--- src/rtl/ps2_key_event_queue.sv ---
// PS/2 scan-code sequencer: folds E0/F0 prefixes into {ext,brk,code} key events
// and buffers them in a show-ahead FIFO drained by a valid/pop handshake.
module ps2_key_event_queue #(
  parameter int DEPTH      = 8,
  parameter int ADDR_W     = 3,
  parameter int KEEP_BREAK = 0,
  parameter int TIMEOUT    = 1_000_000
) (
  input  logic              Clock_50,
  input  logic              Resetn,
  input  logic [7:0]        PS2_code,
  input  logic              PS2_code_ready,
  input  logic              key_pop,
  input  logic              clear_flags,
  output logic              key_valid,
  output logic [7:0]        key_code,
  output logic              key_ext,
  output logic              key_brk,
  output logic [ADDR_W:0]   key_count,
  output logic              overflow,
  output logic              code_error
);

  localparam int TW = $clog2(TIMEOUT + 1);

  typedef enum logic [1:0] {S_IDLE, S_EXT, S_BRK, S_EXT_BRK} pfx_t;

  typedef struct packed {
    logic       ext;
    logic       brk;
    logic [7:0] code;
  } key_ev_t;

  pfx_t            state;
  logic            rdy_q;
  logic [TW-1:0]   tmo_cnt;
  logic            ev_vld;
  key_ev_t         ev;

  logic new_byte, is_ext, is_brk, err_byte;

  assign new_byte = PS2_code_ready & ~rdy_q;
  assign is_ext   = (state == S_EXT) || (state == S_EXT_BRK);
  assign is_brk   = (state == S_BRK) || (state == S_EXT_BRK);
  assign err_byte = new_byte && ((PS2_code == 8'h00) || (PS2_code == 8'hFF));

  // Prefix tracker; a fresh byte takes priority over the prefix timeout.
  always_ff @(posedge Clock_50 or negedge Resetn) begin
    if (!Resetn) begin
      state   <= S_IDLE;
      rdy_q   <= 1'b0;
      tmo_cnt <= '0;
      ev_vld  <= 1'b0;
      ev      <= '0;
    end else begin
      rdy_q  <= PS2_code_ready;
      ev_vld <= 1'b0;
      if (new_byte) begin
        tmo_cnt <= '0;
        case (PS2_code)
          8'hE0:        state <= is_brk ? S_EXT_BRK : S_EXT;
          8'hF0:        state <= is_ext ? S_EXT_BRK : S_BRK;
          8'h00, 8'hFF: state <= S_IDLE;
          default: begin
            state   <= S_IDLE;
            ev.ext  <= is_ext;
            ev.brk  <= is_brk;
            ev.code <= PS2_code;
            ev_vld  <= (KEEP_BREAK != 0) || !is_brk;
          end
        endcase
      end else if (state == S_IDLE) begin
        tmo_cnt <= '0;
      end else if (tmo_cnt == TW'(TIMEOUT - 1)) begin
        state   <= S_IDLE;
        tmo_cnt <= '0;
      end else begin
        tmo_cnt <= tmo_cnt + 1'b1;
      end
    end
  end

  key_ev_t           mem [DEPTH];
  logic [ADDR_W-1:0] wr_ptr, rd_ptr;
  logic [ADDR_W:0]   count;
  logic              full, do_pop, do_push, drop;

  assign full    = (count == (ADDR_W+1)'(DEPTH));
  assign do_pop  = key_pop && (count != '0);
  // A pop in the same cycle frees the slot, so a full FIFO still accepts.
  assign do_push = ev_vld && (!full || do_pop);
  assign drop    = ev_vld && full && !do_pop;

  always_ff @(posedge Clock_50 or negedge Resetn) begin
    if (!Resetn) begin
      for (int i = 0; i < DEPTH; i++) mem[i] <= '0;
      wr_ptr     <= '0;
      rd_ptr     <= '0;
      count      <= '0;
      overflow   <= 1'b0;
      code_error <= 1'b0;
    end else begin
      if (do_push) begin
        mem[wr_ptr] <= ev;
        wr_ptr      <= wr_ptr + 1'b1;
      end
      if (do_pop) rd_ptr <= rd_ptr + 1'b1;
      case ({do_push, do_pop})
        2'b10:   count <= count + 1'b1;
        2'b01:   count <= count - 1'b1;
        default: count <= count;
      endcase
      if (drop)             overflow <= 1'b1;
      else if (clear_flags) overflow <= 1'b0;
      if (err_byte)         code_error <= 1'b1;
      else if (clear_flags) code_error <= 1'b0;
    end
  end

  assign key_valid = (count != '0);
  assign key_count = count;
  assign key_code  = mem[rd_ptr].code;
  assign key_ext   = mem[rd_ptr].ext;
  assign key_brk   = mem[rd_ptr].brk;

endmodule

--- config.mk ---
export PLATFORM = sky130hd
export DESIGN_NAME = ps2_key_event_queue
export DESIGN_NICKNAME = d
export VERILOG_FILES = /design/src/rtl/ps2_key_event_queue.sv
export SDC_FILE = /design/constraint.sdc
export NUM_CORES = 1
export LEC_CHECK = 0
export CAP_MARGIN = 5
export CORE_MARGIN = 3
export CORE_UTILIZATION = 33
export CTS_BUF_LIST = sky130_fd_sc_hd__clkbuf_4 sky130_fd_sc_hd__clkbuf_8
export DETAILED_ROUTE_END_ITERATION = 8
export PLACE_DENSITY = 0.49
export RECOVER_POWER = 25
export SLEW_MARGIN = 25
export SYNTH_ARGS = -nofsm -noshare
export SYNTH_HDL_FRONTEND = slang
export SYNTH_SLANG_ARGS = --single-unit
--- constraint.sdc ---
create_clock -name Clock_50 -period 2 [get_ports Clock_50]
set_input_delay 0.3 -clock Clock_50 [delete_from_list [all_inputs] [get_ports Clock_50]]
set_output_delay 0.3 -clock Clock_50 [all_outputs]
set_load 0.05 [all_outputs]
---- Yosys cells after proc, flatten, opt, wreduce, memory -nomap -nowiden ----
Index checks and enable logic that the tools add are counted.
storage, ports and cells
  flip-flop bits (word level) ............. 126
  bits of input ports ..................... 13
  output and inout port bits .............. 17
  word-level logic and storage cells ...... 104
operators by class
  $add $sub $neg .......................... 5
  order comparisons ....................... 3
  eq/ne operators ......................... 11
  multiplexer cells ....................... 21
  bitwise gates (word level) .............. 5
  reductions and logical operators ........ 23
operators with widths
  kind                     number
  $bwmux W80               1
  $mux W20                 3
  $bmux W10 S3             1
  $demux W10 S3            1
  $mux W10                 3
  $eq A8 B8 Y1 const B     3
  $add A20 B1 Y20 const B  1
  $eq A20 B20 Y1 const B   1
  $ge A4 B4 Y1 const B     2
  $logic_not A8 Y1         1
  $mux W2                  4
  $not A3 Y4               2
  $pmux W4 S2              1
  $reduce_bool A2 Y1       4
  $add A3 B1 Y3 const B    2
  $eq A2 B2 Y1 const B     3
  $logic_and A1 B1 Y1      6
  $mux W1                  6
  $add A4 B1 Y4 const B    1
  $eq A2 B1 Y1 const B     2
  $eq A4 B4 Y1 const B     1
  $logic_or A1 B1 Y1       4
  $lt A4 B1 Y1 const B     1
  $pmux W2 S2              1
  9 further kinds          13

---- Longest topological paths before layout ----
Gate-level depths: netlist of the first run.
  depth after elaboration ................. 6
  gate-level depth with buffers ........... 8
  gate-level depth less buffers ........... 7

---- Least setup slack after synthesis of the first run ----
OpenSTA, ideal clock, no wires.
  kind .................................... register to register
  start point ............................. register count[1] (netlist: key_count[1])
  end point ............................... register count[2] (netlist: key_count[2])
  library setup time ...................... 146 ps
  arrival ................................. 2155 ps
  slack ................................... -301 ps
  cell stages (with the launch flop) ...... 9
  buffers on the path ..................... 1
  path through ............................ dfrtp_1 -> buf_2 -> o41ai_2 -> nor2_1 -> xor2_1 -> ha_1 -> nor4_1 -> a31oi_1 -> xnor2_1
on the way
  longest elaborated chain between the ends .. 6
RTL lines
  element                                                  line    source
  from (decl)                                              85      logic [ADDR_W:0] count;
  from (signal assigned)                                   109     2'b10: count <= count + 1'b1;
  from (signal assigned)                                   110     2'b01: count <= count - 1'b1;
  from (signal assigned)                                   111     default: count <= count;
  $eq A4 B4 Y1 or $reduce_bool A4 Y1 (tied branches)       88, 89
  $logic_not A1 Y1 or $logic_and A1 B1 Y1 (tied branches)  91, 89
  $logic_or A1 B1 Y1                                       91      assign do_push = ev_vld && (!full || do_pop);
  $logic_and A1 B1 Y1                                      91
  $eq A2 B1 Y1 or $eq A2 B2 Y1 (tied branches)             108     case ({do_push, do_pop})
  $pmux W4 S2 or $reduce_bool A2 Y1 (tied branches)        -
Several ways; a longest one is shown, not always the timed one.
A chain may end at the register's enable or synchronous reset.

---- Worst setup path in the final report of the first run ----
  start point ............................. register rd_ptr[0]
  end point ............................... output port key_code[6]
on the way
  longest elaborated chain between the ends .. 4
RTL lines
  element                           line  source
  from (decl)                       84    logic [ADDR_W-1:0] wr_ptr, rd_ptr;
  from (signal assigned)            107   if (do_pop) rd_ptr <= rd_ptr + 1'b1;
  $not A3 Y4 (not written as such)  122   assign key_code = mem[rd_ptr].code;
  $bmux W10 S3                      122
  $mux W10 (2 in series)            -
  to (decl)                         16    output logic [7:0] key_code,
Every way passes these cells. The select of a mux whose other input is x is not followed.

==> reports/results.tsv, run 1 <==
stage	metric	value	unit
outcome	status	complete, but fails checks	
outcome	failing_checks	setup timing	
clocking	cts-buffers-inserted	17	
power	leakage	3.36	nW
route	routed.top_layer	met5	
finish	area_growth	29.0	%
yosys	syn-cell-area	0.00585	mm^2
sta	clock-skew-final	11.9	ps
job	maxcap_viol_count	0	
sta	number_of_max_slew_violations_in_the_final_report	0	
finish	seqCellArea	0.00316	mm^2
grt	grt_max_degree	40	
yosys	syn_area_per_cell	13.8	um^2
sta	hold_violation_count_in_the_final_report	0	
sta	timing.final.ws_setup	-371	ps
placed_design	post-place-ws	-302	ps
setup_path	worstPathArrival	2070	ps
placed_design	placement.io_buffers	29	
setup_path	critPathKind	register to primary output	
clocking	cts.clk_slew.worst_paths	70	ps
hold_path	timing.hold.worst.class	register to register	
sta	finalCritPeriodShare	119	%
sta	hold_ws	477	ps
yosys	synthesis.nets	440	
floorplanning	top_level_ports	30	
clocking	tritoncts	done	
route	drt_iter0_markers	174	
route	drt_first_pass_iters	4	
finish	area_of_the_multi_input_gates	0.00273	mm^2
power	power_density	1460	mW/mm^2
grt	grt_pass1_vias	3925	
route	routed_wire_length_on_met3	509	um
clocking	ctsLongestPathBuffers	2	
route	drt-vias-per-instance	5.01	
route	drcViolationCount	0	
grt	grt_antenna_before_repair	1	
sta	worst_slew_pin_slew	1430	ps
yosys	synth_edf_count	0	
sta	max_slew_headroom	4.98	%
finish	insertedDiodeCount	0	
setup_path	critPathRequiredTime	1700	ps
yosys	yosys_register_bits	126	
finish	fill_cells	1640	
floorplanning	core	0.0173	mm^2
route	met1Wirelength	6.47	mm
floorplanning	num_rows	48	
route	wl_met2	6.65	mm
sta	final-setup-viol-count	10	
placed_design	dp_hpwl	8.82	mm
finish	drive_gt1_share	41.7	%
yosys	yosys_warnings	0	
route	drt-wirelength-per-cell	18.6	um
finish	post-route-cell-area	0.00755	mm^2
clocking	cts_htree_levels	4	
sta	grt_setup_unrepaired	yes	
grt	grt_pass1_wl	21.9	mm
route	drt-total-wl	13.7	mm
yosys	syn-instance-count	423	
power	vdd.ir_drop.worst	0.00106	V
yosys	synth_async_sr_flop_share	100	%
setup_path	worst_setup_path_end_kind	primary output	
placed_design	placement.cell_area	0.00689	mm^2
yosys	postSynth.topFlopCell	dfrtp_1	
floorplanning	die_w	139	um
finish	layout_commonest_cell	dfrtp_1	
clocking	root_buffer	clkbuf_8	
yosys	post-synth-top-area-cell	dfrtp_1	
route	antenna_violating_nets_post_route	0	
grt	grt_util_all_layers	14.9	%
finish	final_core_utilization	43.6	%
clocking	clock_latency	440	ps
setup_path	cp-start-kind	register	
clocking	clock_sinks	126	
route	vias	3705	
grt	globalRoute.totalOverflow	0	
floorplanning	initial_core_utilization	33.8	%
sta	achievable-frequency	0.422	GHz
finish	final_net_count	521	
finish	commonest_non_fill_non_tap_cells_in_the_layout	dfrtp_1 (122), mux2_2 (43), buf_4 (39), mux2_4 (37), mux2_1 (21)	
floorplanning	chip_height	139	um
yosys	yosysTopAreaCellShare	53.9	%
floorplanning	total_die_area	0.0194	mm^2
sta	min_cycle_time_layout	2370	ps
setup_path	path_max_fanout	5	
placed_design	routability_cong	0.777	
power	finalPower	11.0	mW
yosys	synth-seq-area-share	53.9	%
yosys	synth.area.top_cells	dfrtp_1 (54%), mux2_2 (9.8%), mux2_1 (9.6%), mux4_2 (7.7%), xnor2_1 (2.4%)	
yosys	synth_cell_type_count	47	
==> path summary, 6_finish.rpt <==
path | cells past startpoint | from | endpoint | slack (ps)
worst max register to register | 5 | key_count[1]$_DFFE_PN0P_ | mem[20]$_DFFE_PN0P_ | 90
min in group asynchronous | 2 | Resetn | mem[34]$_DFFE_PN0P_ | 720
max in group asynchronous | 3 | Resetn | mem[31]$_DFFE_PN0P_ | 260
worst min register to register | 1 | rd_ptr[2]$_DFFE_PN0N_ | rd_ptr[2]$_DFFE_PN0N_ | 480
worst max-delay path | 5 | rd_ptr[0]$_DFFE_PN0N_ | key_code[6] | -370
worst min-delay path | 1 | rd_ptr[2]$_DFFE_PN0N_ | rd_ptr[2]$_DFFE_PN0N_ | 480
==> through the flow <==
stage / std cells / setup TNS (ps)
global placement: 700 / -6480
floorplan: 423 / -3790
detailed placement: 700 / -8500
global route: 740 / -5290
CTS: 739 / -3980
finish: 740 / -3520
==> timing repair <==
item	in CTS	in global routing
hold buffers	1	0
cloned	3	0
hold endpoints to repair	21	0
gates resized for setup	36	5
setup buffers	7	1
endpoints found under the setup margin	12	14
pin swaps	1	2
==> logic make-up after synthesis <==
logic type	share of synthesized area, %
multiplexers	27.1
AND/OR/NAND/NOR	8.68
adder cells (fa/ha/maj)	0.855
flip-flops	53.9
XOR/XNOR	3.14
AO/OA/AOI/OAI	3.94
buffers and inverters	2.35
==> worst max-delay path, cell delays in order (launching register included) <==
cell and delay (ps):
dfrtp_2 390, buf_6 130, buf_12 130, mux4_2 520, mux2_4 290, buf_8 150
==> power breakdown <==
| group | leakage [nW] | switching [mW] | internal, mW | total (mW) |
|---|---|---|---|---|
| Combinational | 1.52 | 2.17 | 2.67 | 4.83 |
| Sequential | 1.62 | 0.527 | 3.31 | 3.84 |
| Clock | 0.217 | 0.970 | 1.37 | 2.34 |
==> synth_stat cells (all sizes together), types with 2 or more instances <==
master,count
dfrtp,126
mux2,101
mux4,20
nor2,19
xnor2,16
nand3,13
buf,12
nand2,11
clkbuf,10
inv,9
nor3,8
a21oi,7
o21ai,7
or4,7
nand4,6
nor4,6
o31ai,5
xor2,5
ha,4
nor4b,4
or3,3
a31oi,2
and3,2
nand2b,2
nand4b,2
o21a,2
==> flip-flops by register name (all words and copies together) (netlist names) <==
name	count
tmo_cnt	20
mem	80
code_error	1
wr_ptr	3
ev_vld	1
state	2
rd_ptr	3
overflow	1
rdy_q	1
ev	10
key_count	4
==> layout make-up <==
class                           count  area share [%]
Sequential cell                   126            41.8
Multi-Input combinational cell    266            36.2
Timing Repair Buffer               84            12.3
Clock buffer                       24            4.05
Tap cell                          225            3.73
Clock inverter                      6            1.44
Inverter                            9           0.448
==> per-layer routing <==
metal | vias up | track usage [%]
li1 | 1737 | -
met1 | 1909 | 19.7
met2 | 45 | 24.0
met3 | 12 | 4.72
met4 | 2 | 3.40
met5 | - | 0
(Power assumes the default switching activity.)
==> run 2: changes to the inputs <==
--- a/config.mk
+++ b/config.mk
@@ -7,3 +7,2 @@
 export LEC_CHECK = 0
-export CAP_MARGIN = 5
 export CORE_MARGIN = 3
==> constraint.sdc (replaced) <==
create_clock -name Clock_50 -period 2 [get_ports Clock_50]
set_input_delay 0.6 -clock Clock_50 [delete_from_list [all_inputs] [get_ports Clock_50]]
set_output_delay 0.6 -clock Clock_50 [all_outputs]
set_load 0.05 [all_outputs]
==> reports/results.tsv, run 2 (synthesis gave the netlist of run 1 again) <==
stage	metric	value	unit
sta	clock-skew-final	13.9	ps
finish	final_net_count	521	
finish	area_growth	30.6	%
placed_design	dp_hpwl	8.80	mm
finish	number_of_flip_flops_under_the_largest_register_name	80	
finish	commonest_non_fill_non_tap_cells_in_the_layout	dfrtp_1 (122), mux2_4 (49), buf_4 (41), mux2_2 (32)	
floorplanning	core	0.0173	mm^2
grt	grt_antenna_before_repair	1	
sta	final-setup-viol-count	11	
clocking	clock_sinks	126	
placed_design	routability_cong	0.767	
placed_design	placement.cell_area	0.00704	mm^2
finish	post-route-cell-area	0.00764	mm^2
placed_design	post-place-ws	-612	ps
grt	grt_util_all_layers	14.5	%
floorplanning	initial_core_utilization	33.8	%
route	drcViolationCount	0	
route	drt-total-wl	13.4	mm
clocking	cts-hold-fix-buffers	0	
finish	max_flop_register	mem	
grt	grt_pass1_vias	3913	
setup_path	cpPeakStageDelay	530	ps
setup_path	critPathRequiredTime	1400	ps
sta	hold_violation_count_in_the_final_report	0	
setup_path	path_max_fanout	11	
grt	grt_pass1_wl	21.8	mm
clocking	cts-buffers-inserted	17	
hold_path	timing.hold.worst.class	primary input to asynchronous set/reset pin	
setup_path	worst-r2r-cell-count	6	
setup_path	worst-r2r-setup-slack	50	ps
finish	final_core_utilization	44.2	%
route	drt-vias-per-instance	5.01	
power	vdd.ir_drop.worst	0.000897	V
finish	drive_gt1_share	43.9	%
clocking	cts.clk_slew.worst_paths	80	ps
placed_design	placement.io_buffers	29	
floorplanning	die_w	139	um
sta	timing.final.ws_setup	-652	ps
route	drt_iter0_markers	98	
clocking	cts_htree_levels	4	
setup_path	worst-path-stages	4	
floorplanning	top_level_ports	30	
floorplanning	num_rows	48	
sta	grt_setup_unrepaired	yes	
setup_path	worstPathArrival	2050	ps
sta	number_of_max_slew_violations_in_the_final_report	0	
setup_path	cp_num_buf_inv	2	
sta	worst_slew_pin_slew	1340	ps
setup_path	critPathKind	register to primary output	
sta	max_slew_headroom	10.7	%
grt	grt_max_degree	40	
sta	min_cycle_time_layout	2650	ps
clocking	clock_latency	440	ps
clocking	root_buffer	clkbuf_8	
grt	globalRoute.totalOverflow	0	
setup_path	cp-startpoint	rd_ptr[0]$_DFFE_PN0N_	
outcome	failing_checks	setup timing	
setup_path	worst_setup_path_end_kind	primary output	
finish	fin_cells	742	
setup_path	worst_path_dominant_cell_family	multiplexers	
route	vias	3717	
sta	finalCritPeriodShare	133	%
outcome	status	complete, but fails checks	
placed_design	place_inst	702	
setup_path	worst_path_max_delay_cell	mux4_2	
setup_path	cp-start-kind	register	
route	drt_first_pass_iters	6	
route	antenna_violating_nets_post_route	0	
setup_path	path_cells	buf_12 -> mux4_2 -> mux2_4 -> buf_8	
finish	insertedDiodeCount	0	
sta	achievable-frequency	0.377	GHz
setup_path	r2r_startpoint	key_count[0]$_DFFE_PN0P_	
clocking	tritoncts	done	
job	maxcap_viol_count	0	
power	power_density	1440	mW/mm^2
route	drt-wirelength-per-cell	18.1	um
sta	hold_ws	439	ps
floorplanning	total_die_area	0.0194	mm^2
clocking	ctsLongestPathBuffers	2	
power	leakage	3.44	nW
floorplanning	chip_height	139	um
finish	layout_commonest_cell	dfrtp_1	
finish	biggestRegsByFlops	mem: 80 flops, tmo_cnt: 20 flops, ev: 10 flops	
-- run 2: cell count changes in the layout (fill, tap and decap cells not counted), moves of 3 or more --
cell | previous run | this run
buf_12 | 8 | 14
buf_16 | 3 | 0
clkdlybuf4s50_1 | 11 | 4
mux2_2 | 43 | 32
clkinv_2 | 2 | 6
buf_6 | 9 | 12
buf_8 | 9 | 2
mux2_4 | 37 | 49
dlygate4sd2_1 | 1 | 4
-- run 2: path summary, 6_finish.rpt --
check | end
max | key_code[4]
min | mem[39]$_DFFE_PN0P_
max reg2reg | mem[23]$_DFFE_PN0P_
min reg2reg | mem[64]$_DFFE_PN0P_
max in group asynchronous | tmo_cnt[4]$_DFF_PN0_
min in group Clock_50 | mem[64]$_DFFE_PN0P_
-- run 2: cell type report --
cell class,instances,area [um^2]
Clock inverter,12,166
Inverter,9,33.8
Timing Repair Buffer,84,910
Fill cell,1578,9660
Sequential cell,126,3160
Clock buffer,20,269
Multi-Input combinational cell,266,2820
Tap cell,225,282
-- run 2: power by group --
group / internal, mW / leakage (nW) / switching, mW / total (mW)
registers: 3.31 / 1.62 / 0.541 / 3.85
clock network: 1.43 / 0.225 / 1.01 / 2.43
logic: 2.57 / 1.60 / 2.14 / 4.71
total: 7.31 / 3.44 / 3.69 / 11.0
-- run 2: repair_timing --
item | in CTS | in global routing
pin swaps | 3 | 7
resized for setup | 19 | 16
cloned | 0 | 1
setup buffers | 5 | 2
endpoints found under the setup margin | 21 | 61
-- run 2: per-layer routing --
| layer | routed length (um) | share of wire [%] | track usage [%] | vias up |
|---|---|---|---|---|
| met4 | 132 | 0.99 | 3.86 | 2 |
| met1 | 6440 | 48 | 19.9 | 1923 |
| met5 | 7 | 0.052 | 0 | - |
| li1 | - | - | - | 1736 |
| met3 | 461 | 3.4 | 4.03 | 11 |
| met2 | 6360 | 47 | 22.9 | 45 |
-- run 2: through the flow --
| stage | total power [mW] | TNS, ps |
|---|---|---|
| final | 11.0 | -6380 |
| after global routing | 11.6 | -9560 |
| after CTS | 11.0 | -7250 |
| after detailed placement | 8.30 | -39020 |
| after global placement | 8.18 | -36580 |
| after floorplan | 6.99 | -4710 |
==> run 3: changes to the inputs <==
- TNS_END_PERCENT: default -> 5
==> reports/results.tsv, run 3 (synthesis gave the netlist of run 1 again) <==
stage	metric	value	unit
sta	max_slew_headroom	53.3	%
clocking	tritoncts	done	
power	leakage	3.25	nW
route	drt-total-wl	13.3	mm
route	drcViolationCount	0	
grt	globalRoute.totalOverflow	0	
finish	commonest_non_fill_non_tap_cells_in_the_layout	dfrtp_1 (123), mux2_1 (47), mux2_2 (45), buf_4 (39), mux4_2 (20)	
placed_design	routability_cong	0.814	
grt	grt_pass1_vias	3974	
power	power.share.clock	22.0	%
power	p_sw_share	34.3	%
setup_path	r2r_startpoint	key_count[1]$_DFFE_PN0P_	
clocking	cts-buffers-inserted	17	
sta	hold_ws	485	ps
finish	biggestRegsByFlops	mem: 80 flops, tmo_cnt: 20 flops, ev: 10 flops	
placed_design	place_inst	707	
setup_path	critPathKind	register to primary output	
floorplanning	chip_height	139	um
finish	fin_cells	741	
setup_path	worst_setup_path_end_kind	primary output	
grt	grt_antenna_before_repair	0	
power	share_seq_of_total_power	36.1	%
clocking	root_buffer	clkbuf_8	
outcome	failing_checks	setup timing	
finish	max_flop_register	mem	
setup_path	worst-r2r-cell-count	6	
floorplanning	initial_core_utilization	33.8	%
sta	achievable-frequency	0.372	GHz
hold_path	worst_hold_path.num_cells	1	
hold_path	timing.hold.worst.class	register to register	
clocking	cts_htree_levels	4	
route	antenna_violating_nets_post_route	0	
sta	worst_slew_pin_slew	701	ps
floorplanning	die_w	139	um
placed_design	post-place-ws	-559	ps
route	vias	3726	
floorplanning	total_die_area	0.0194	mm^2
sta	min_cycle_time_layout	2690	ps
route	drt-wirelength-per-cell	17.9	um
finish	drive_gt1_share	38.4	%
hold_path	worstHoldStart	mem[57]$_DFFE_PN0P_	
route	drt_first_pass_iters	4	
placed_design	dp_hpwl	8.67	mm
sta	finalCritPeriodShare	135	%
clocking	postCtsSetupRepairBufs	0	
sta	timing.final.ws_setup	-691	ps
outcome	status	complete, but fails checks	
placed_design	placement.io_buffers	29	
setup_path	worstReg2RegEnd	mem[56]$_DFFE_PN0P_	
route	drt_iter0_markers	162	
power	power_frac_comb	42.0	%
sta	hold_violation_count_in_the_final_report	0	
grt	grt_util_all_layers	14.6	%
sta	number_of_max_slew_violations_in_the_final_report	0	
sta	final-setup-viol-count	11	
sta	clock-skew-final	9.50	ps
job	maxcap_viol_count	0	
clocking	clock_latency	430	ps
clocking	clock_sinks	126	
finish	final_net_count	520	
floorplanning	core	0.0173	mm^2
setup_path	critPathRequiredTime	1400	ps
setup_path	path_max_fanout	7	
grt	grt_max_degree	51	
grt	grt_pass1_wl	22.0	mm
power	internal-power	7.00	mW
finish	insertedDiodeCount	0	
setup_path	worstPathArrival	2090	ps
power	power_density	1420	mW/mm^2
route	drt-vias-per-instance	5.03	
power	switching_power	3.65	mW
clocking	cts.clk_slew.worst_paths	70	ps
finish	layout_commonest_cell	dfrtp_1	
setup_path	cp-start-kind	register	
floorplanning	top_level_ports	30	
sta	grt_setup_unrepaired	yes	
clocking	ctsLongestPathBuffers	2	
finish	number_of_flip_flops_under_the_largest_register_name	80	
setup_path	worst-r2r-setup-slack	60	ps
floorplanning	num_rows	48	
power	finalPower	10.7	mW
hold_path	min_delay_worst_endpoint	mem[57]$_DFFE_PN0P_	
power	vdd.ir_drop.worst	0.00143	V
finish	area_growth	27.9	%
==> run 3: cell types whose count changed in the layout (fill, tap and decap cells not counted), moves of 2 or more <==
| cell | delta |
|---|---|
| mux2_4 | -40 |
| mux2_1 | +27 |
| mux2_2 | +13 |
| clkinvlp_4 | +3 |
| buf_4 | -2 |
| buf_6 | -2 |
| clkinv_2 | -2 |
| dlygate4sd2_1 | -2 |
| dlygate4sd3_1 | +2 |
==> run 3: final cells by class <==
cell class,instances,area [um^2]
Sequential cell,126,3160
Inverter,9,33.8
Clock buffer,21,277
Timing Repair Buffer,83,920
Clock inverter,11,140
Fill cell,1593,9820
Multi-Input combinational cell,266,2670
Tap cell,225,282
==> run 3: through the flow <==
stage               utilization, %  area (um^2)  setup TNS, ps
global route                  43.3         7480          -8160
CTS                           43.1         7450          -7650
floorplan                        -         5920          -6440
finish                        43.3         7480          -6950
detailed placement            40.0         6920         -39720
global placement              40.0         6920         -38310
==> run 3: repair_timing <==
item                                    4_1_cts  5_1_grt
pin swaps                                     1        4
endpoints found under the hold margin         9        0
cloned                                        1        0
endpoints found under the setup margin       22       63
resized for setup                            24       16
hold buffers                                  1        0
==> run 3: how the worst max path moves through the flow <==
stage,start,endpoint
floorplan,key_count[0]$_DFFE_PN0P_,key_count[2]$_DFFE_PN0P_
global placement,PS2_code[0],ev[1]$_DFFE_PN0P_
detailed placement,PS2_code[0],ev[2]$_DFFE_PN0P_
CTS,rd_ptr[0]$_DFFE_PN0N_,key_code[5]
global route,rd_ptr[0]$_DFFE_PN0N_,key_code[2]
finish,rd_ptr[0]$_DFFE_PN0N_,key_code[4]
==> run 3: power groups by stage <==
stage / sequential (mW) / clock, mW / combinational (mW)
global route: 3.96 / 2.53 / 4.76
detailed placement: 3.86 / 0 / 4.16
floorplan: 3.76 / 0 / 2.83
global placement: 3.82 / 0 / 4.09
CTS: 3.84 / 2.41 / 4.45
finish: 3.84 / 2.34 / 4.47
==> run 3: routing by layer <==
layer	vias up	wire length, um	track usage (%)
li1	1728	-	-
met1	1935	6350	20.1
met2	54	6350	23.0
met3	9	444	3.86
met4	0	124	4.02
met5	-	0	0
==> run 3: critical path, cell delays in order (launching register included) <==
cell       delay (ps)
dfrtp_2           490
clkbuf_16         210
mux4_2            500
mux2_2            290
buf_6             150
